`src/rtl/dff_stim_gen.sv`:
```
// Driving end of the DFF check: holds the DUT in reset, streams LFSR data bits,
// and publishes what an ideal flop would show one edge later (exp_q/exp_valid).
module dff_stim_gen #(
  parameter int unsigned RST_CYCLES  = 4,
  parameter int unsigned NUM_VECTORS = 10,
  parameter logic [15:0] SEED        = 16'hACE1,
  parameter int unsigned CNT_W       = 8
) (
  input  logic             clk,
  input  logic             rst1,
  input  logic             start,
  output logic             d_out,
  output logic             dut_rst,
  output logic             exp_q,
  output logic             exp_valid,
  output logic             busy,
  output logic             done,
  output logic [CNT_W-1:0] count
);

  typedef enum logic [1:0] {
    IDLE,
    RST_HOLD,
    RUN,
    DONE
  } state_e;

  localparam logic [15:0]      LFSR_MASK = 16'hB400;
  localparam logic [CNT_W-1:0] CNT_ONE   = CNT_W'(1);
  localparam logic [CNT_W-1:0] RST_LAST  = CNT_W'(RST_CYCLES);
  localparam logic [CNT_W-1:0] VEC_LAST  = CNT_W'(NUM_VECTORS);

  state_e           state_q,     state_d;
  logic [15:0]      lfsr_q,      lfsr_d;
  logic             d_out_q,     d_out_d;
  logic             dut_rst_q,   dut_rst_d;
  logic             exp_q_q,     exp_q_d;
  logic             exp_valid_q, exp_valid_d;
  logic             busy_q,      busy_d;
  logic             done_q,      done_d;
  logic [CNT_W-1:0] count_q,     count_d;
  logic [CNT_W-1:0] rst_cnt_q,   rst_cnt_d;

  // Galois right-shift step; the bit shifted out is the data bit for this vector.
  function automatic logic [15:0] lfsr_step(input logic [15:0] s);
    return (s >> 1) ^ (s[0] ? LFSR_MASK : 16'h0000);
  endfunction

  always_comb begin
    // NOTE: every next-state signal takes its held value first, so no path through
    // the case below leaves one unassigned and no latch can be inferred.
    state_d   = state_q;
    lfsr_d    = lfsr_q;
    d_out_d   = d_out_q;
    dut_rst_d = dut_rst_q;
    busy_d    = busy_q;
    done_d    = done_q;
    count_d   = count_q;
    rst_cnt_d = rst_cnt_q;

    // Ideal-flop model: what q shows after this edge, from pre-edge d and reset.
    exp_q_d     = dut_rst_q ? 1'b0 : d_out_q;
    exp_valid_d = ~dut_rst_q & (state_q == RUN);

    case (state_q)
      IDLE, DONE: begin
        if (start) begin
          state_d   = RST_HOLD;
          busy_d    = 1'b1;
          done_d    = 1'b0;
          dut_rst_d = 1'b1;
          d_out_d   = 1'b0;
          rst_cnt_d = CNT_ONE;
          count_d   = '0;
        end
      end
      RST_HOLD: begin
        if (rst_cnt_q < RST_LAST) begin
          rst_cnt_d = rst_cnt_q + CNT_ONE;
        end else begin
          state_d   = RUN;
          dut_rst_d = 1'b0;
          d_out_d   = lfsr_q[0];
          lfsr_d    = lfsr_step(lfsr_q);
          count_d   = CNT_ONE;
        end
      end
      RUN: begin
        if (count_q < VEC_LAST) begin
          d_out_d = lfsr_q[0];
          lfsr_d  = lfsr_step(lfsr_q);
          count_d = count_q + CNT_ONE;
        end else begin
          // Last vector has been held its cycle; count keeps the run length.
          state_d = DONE;
          d_out_d = 1'b0;
          busy_d  = 1'b0;
          done_d  = 1'b1;
        end
      end
      default: state_d = IDLE;
    endcase
  end

  // NOTE: sequential state uses non-blocking assignments so every register samples
  // pre-edge values, which the one-cycle expected-output latency depends on.
  always_ff @(posedge clk or posedge rst1) begin
    if (rst1) begin
      state_q     <= IDLE;
      lfsr_q      <= SEED;
      d_out_q     <= 1'b0;
      dut_rst_q   <= 1'b1;
      exp_q_q     <= 1'b0;
      exp_valid_q <= 1'b0;
      busy_q      <= 1'b0;
      done_q      <= 1'b0;
      count_q     <= '0;
      rst_cnt_q   <= '0;
    end else begin
      state_q     <= state_d;
      lfsr_q      <= lfsr_d;
      d_out_q     <= d_out_d;
      dut_rst_q   <= dut_rst_d;
      exp_q_q     <= exp_q_d;
      exp_valid_q <= exp_valid_d;
      busy_q      <= busy_d;
      done_q      <= done_d;
      count_q     <= count_d;
      rst_cnt_q   <= rst_cnt_d;
    end
  end

  assign d_out     = d_out_q;
  assign dut_rst   = dut_rst_q;
  assign exp_q     = exp_q_q;
  assign exp_valid = exp_valid_q;
  assign busy      = busy_q;
  assign done      = done_q;
  assign count     = count_q;

endmodule

```
`config.mk`:
```
export PLATFORM = sky130hd
export DESIGN_NAME = dff_stim_gen
export DESIGN_NICKNAME = d
export VERILOG_FILES = /design/src/rtl/dff_stim_gen.sv
export SDC_FILE = /design/constraint.sdc
export NUM_CORES = 1
export LEC_CHECK = 0
export CELL_PAD_IN_SITES_DETAIL_PLACEMENT = 1
export CELL_PAD_IN_SITES_GLOBAL_PLACEMENT = 1
export CORE_ASPECT_RATIO = 0.8
export CORE_MARGIN = 1
export CORE_UTILIZATION = 40
export DETAILED_ROUTE_END_ITERATION = 8
export PLACE_DENSITY = 0.83
export SYNTH_ARGS = -nofsm -noshare
export SYNTH_HDL_FRONTEND = slang
export SYNTH_SLANG_ARGS = --single-unit
```
`constraint.sdc`:
```
create_clock -name clk -period 3 [get_ports clk]
set_clock_uncertainty 0.1 [all_clocks]
set_input_delay 0.3 -clock clk [delete_from_list [all_inputs] [get_ports clk]]
set_output_delay 0.3 -clock clk [all_outputs]
set_load 0.01 [all_outputs]
```
**After elaboration in Yosys (flattened, before gate mapping)**

Index checks and enable logic that the tools add are counted.
W data, S select, Z words.

- Output and inout port bits: 14
- Word-level logic and storage cells: 64
- Bits of input ports: 3
- Register bits: 40

- $lt $le $gt $ge: 2
- Equal/unequal tests: 8
- Bitwise operators: 3
- $add $sub $neg: 2
- Mux-type cells: 27
- Reductions and logical operators: 12

Operator list:

| cell | count |
|---|---|
| $mux W16 | 3 |
| $mux W8 | 5 |
| $pmux W16 S2 | 1 |
| $pmux W8 S3 | 1 |
| $reduce_and A3 Y1 | 6 |
| $add A8 B1 Y8 const B | 2 |
| $pmux W8 S2 | 1 |
| $xor A15 B16 Y16 | 1 |
| $lt A8 B3 Y1 const B | 1 |
| $lt A8 B4 Y1 const B | 1 |
| $mux W1 | 8 |
| $ne A2 B2 Y1 const B | 4 |
| $mux W2 | 3 |
| $pmux W1 S2 | 3 |
| $pmux W2 S3 | 1 |
| $reduce_bool A2 Y1 | 3 |
| $eq A2 B2 Y1 const B | 2 |
| $pmux W1 S3 | 1 |
| $eq A2 B1 Y1 const B | 1 |
| $logic_not A2 Y1 | 1 |
| $ne A2 B1 Y1 const B | 1 |
| $reduce_and A2 Y1 | 1 |
| $reduce_or A2 Y1 | 1 |
| $and A1 B1 Y1 | 1 |
| $not A1 Y1 | 1 |

**Logic depth before layout (Yosys ltp)**

- Depth in word-level cells: 4
- Depth in mapped cells: 8
- Gate-level depth less buffers: 7

**Worst setup path before layout**

Ideal clock, no wire load.

- Path type: register to register
- Start: register state_q[0]
- End: register count_q[3] (netlist: count[3])
- Cell stages (with the launch flop): 9
- Data required time: 2.824 ns
- Setup slack: 0.957 ns
- Clock period less this slack: 2.043 ns
- Data arrival time: 1.867 ns
- Path buffers: 1
- Setup time: 0.076 ns
- Path through: dfrtp_1 > inv_1 > ha_1 > clkbuf_1 > inv_1 > nor2_1 > a211o_1 > or4_1 > o21ai_1

- Word-level cells in the longest chain between the ends: 4
- Elaborated cells on any way between the ends: 10
- Classes of those cells: 6 x eq/ne; 1 x mux; 3 x reduce/logical

Ends and longest elaborated chain:

| element | line | RTL |
|---|---|---|
| start: declaration | 33 | `state_e state_q, state_d;` |
| start signal: assignment | 120 | `state_q <= state_d;` |
| $eq A2 B2 Y1 or $logic_not A2 Y1 (tied branches) | 65 | `case (state_q)` |
| $reduce_or A2 Y1 | 65 |  |
| $ne A2 B2 Y1 (no source line) | - |  |
| $reduce_and A3 Y1 (no source line) | - |  |
| end signal: assignment | 128 | `count_q <= count_d;` |
| end: declaration | 41 | `logic [CNT_W-1:0] count_q, count_d;` |

Several ways; a longest one is shown, not always the timed one.
A chain may end at the register's enable or synchronous reset.

**Final worst setup path**

- Start: register state_q[0]
- End: register lfsr_q[14]

- Word-level cells in the longest chain between the ends: 3
- Elaborated cells on any way between the ends: 7
- Classes of those cells: 4 x eq/ne; 1 x mux; 2 x reduce/logical

Ends and longest elaborated chain:

| element | line | RTL |
|---|---|---|
| $eq A2 B2 Y1 or $eq A2 B1 Y1 (tied branches) | 65 |  |
| $ne A2 B1 Y1 (no source line), or another cell as far along | - |  |
| $reduce_and A3 Y1 (no source line) | - |  |
| end signal: assignment | 121 | `lfsr_q <= lfsr_d;` |
| end: declaration | 34 | `logic [15:0] lfsr_q, lfsr_d;` |

Several ways; a longest one is shown, not always the timed one.

==> impl_metrics.json <==
{
  "status": "complete, no violations",
  "drtPass1Iterations": 4,
  "synth_edf_count": 0,
  "grt_pass1_wl_mm": 6.91,
  "antenna_found_initial": 0,
  "fin_tns_setup_ns": 0,
  "wl_per_cell_um": 17.2,
  "powerDensity_nw_per_um2": 1010,
  "cts_setup_buffers": 0,
  "cts_root_buf": "clkbuf_8",
  "ctsHoldBuffers": 0,
  "cts_max_level": 2,
  "r2r_cells": 5,
  "hold_viol": 0,
  "setup_ws_ns": 0.348,
  "dieArea_um2": 4770,
  "path_clk_slew_ns": 0.08,
  "grt_max_degree": 41,
  "grt_pass1_vias": 1380,
  "vias_per_cell": 5.33,
  "max_cap_violations": 0,
  "post-place-ws_ns": 0.379,
  "totalWireLength_mm": 4.10,
  "first_iter_violations": 48,
  "syn2layout_area_growth_pct": 19.8,
  "max_freq_mhz": 377,
  "gr-total-overflow": 0,
  "cts_buffers": 5,
  "utilization": 0.506,
  "fin_crit_ns": 2.65,
  "dieHeight_um": 62.0,
  "rows": 21,
  "postSynth.asyncResetShare": 1.00,
  "drc": 0,
  "seqCellArea_um2": 1010,
  "endpoint_kind": "flop",
  "yosysSeqAreaShare": 0.563,
  "final_nets": 189,
  "dpl.hpwl_mm": 2.90,
  "finalSetupViolCount": 0,
  "clk_latency_ns": 0.29,
  "fillers": 463,
  "die_w_um": 77.0,
  "clockBufferDepth": 2,
  "cts_tree": "done",
  "synth.distinct_cells": 36,
  "crit_required_ns": 3.08,
  "final_common_cell": "dfrtp_1",
  "place_congestion": 0.737,
  "initial_core_util": 0.422,
  "yosys_warnings": 0,
  "drive_gt1_frac": 0.214,
  "synth_cells": 160,
  "io_pins": 17,
  "ctsResizeCount": 0,
  "start_kind": "flop",
  "io_buffer_count": 16,
  "syn_nets": 168,
  "cp.arrival_ns": 2.74,
  "ir_drop_uv": 404,
  "ant_nets": 0,
  "coreArea_um2": 4260,
  "drv_slew": 0,
  "crit_fanout": 17,
  "final_cell_mix": "dfrtp_1, clkdlybuf4s50_1, mux2_2, a21oi_1, nand2_1",
  "rsz0062_at_grt": "false",
  "cts_num_sinks": 40,
  "slew_headroom": 0.206,
  "hold_ws_ns": 0.318,
  "insertedDiodeCount": 0,
  "fin_crit_sh": 0.884,
  "leakage_nw": 0.941,
  "gr-usage-all-layers": 0.196,
  "synth.cell_area_um2": 1800,
  "worstMarginPinSlew_ns": 1.19,
  "hold_path.class": "in -> async",
  "synth_ff_type": "dfrtp_1",
  "ys_ff_latch": 40,
  "syn_area_per_cell_um2": 11.2,
  "critPathKind": "reg -> reg",
  "num_vias": 1275,
  "multiInputGateArea_um2": 731
}
-- where the power goes --
| part | switching [W] | internal [W] |
|---|---|---|
| clock network | 0.000197 | 0.000250 |
| logic | 0.000494 | 0.000387 |
| registers | 0.000110 | 0.000729 |
| total | 0.000801 | 0.00137 |
-- synthesized netlist by cell type (3+ instances only) --
| master | number | share of area |
|---|---|---|
| dfrtp_1 | 31 | 0.43 |
| o21ai_0 | 10 | 0.028 |
| nor2b_1 | 5 | 0.017 |
| buf_2 | 3 | 0.0083 |
| inv_1 | 9 | 0.019 |
| xnor2_1 | 3 | 0.015 |
| nand2_1 | 11 | 0.023 |
| and2_1 | 6 | 0.021 |
| clkbuf_1 | 3 | 0.0063 |
| ha_1 | 5 | 0.035 |
| nor2_1 | 10 | 0.021 |
| nand3_1 | 3 | 0.0083 |
| a21oi_1 | 11 | 0.031 |
| mux2_2 | 12 | 0.075 |
| dfstp_2 | 9 | 0.13 |
-- logic make-up (layout without fill, tap and decap cells) --
family                   Yosys count  count (layout)  share of synthesized area
AND/OR/NAND/NOR                   47              47                      0.145
flip-flops                        40              40                      0.563
XOR/XNOR                           3               3                     0.0146
adder cells (fa/ha/maj)            5               5                     0.0348
AO/OA/AOI/OAI                     37              37                      0.128
multiplexers                      13              13                     0.0807
buffers and inverters             15              37                     0.0334
-- final cells by class --
| cell class | instances | share of cell area |
|---|---|---|
| Multi-Input combinational cell | 105 | 0.339 |
| Timing Repair Buffer | 20 | 0.0883 |
| Tap cell | 57 | 0.0331 |
| Inverter | 9 | 0.0157 |
| Sequential cell | 40 | 0.470 |
| Clock buffer | 5 | 0.0319 |
| Clock inverter | 3 | 0.0221 |
-- critical path: stages (launching register included) --
cell	delay, ns
dfrtp_1	0.40
inv_1	0.09
ha_1	0.31
a21boi_2	0.22
a211oi_2	0.98
mux2_2	0.43
-- layer usage --
layer,vias up,part of all wire,track usage,wire (um)
met5,-,0,0,0
met1,650,0.46,0.235,1900
met3,4,0.026,0.0482,108
li1,602,-,-,-
met4,0,0.014,0.107,56
met2,19,0.50,0.337,2040
-- registers in the layout, summed over array words and instances (netlist names) --
signal and count:
lfsr_q 16, count 8, rst_cnt_q 8, state_q 2, busy 1, d_out 1
done 1, dut_rst 1, exp_q 1, exp_valid 1
-- through the flow --
step	power, W	std cells	cell area (um2)
2_1_floorplan	0.00145	160	1800
3_3_place_gp	0.00162	231	2040
3_5_place_dp	0.00171	231	2040
4_1_cts	0.00218	239	2150
5_1_grt	0.00231	239	2150
6_report	0.00217	239	2150
-- worst paths after layout --
check | end | startpoint | slack (ns)
setup reg to reg | lfsr_q[14] | state_q[0] | 0.35
setup / recovery | lfsr_q[14] | state_q[0] | 0.35
min in group clk | rst_cnt_q[4] | rst_cnt_q[4] | 0.38
max in group asynchronous | lfsr_q[6] | rst1 | 2.11
hold reg to reg | rst_cnt_q[4] | rst_cnt_q[4] | 0.38
hold / removal | count[7] | rst1 | 0.32
No activity file was read; power rests on OpenSTA's default activity.
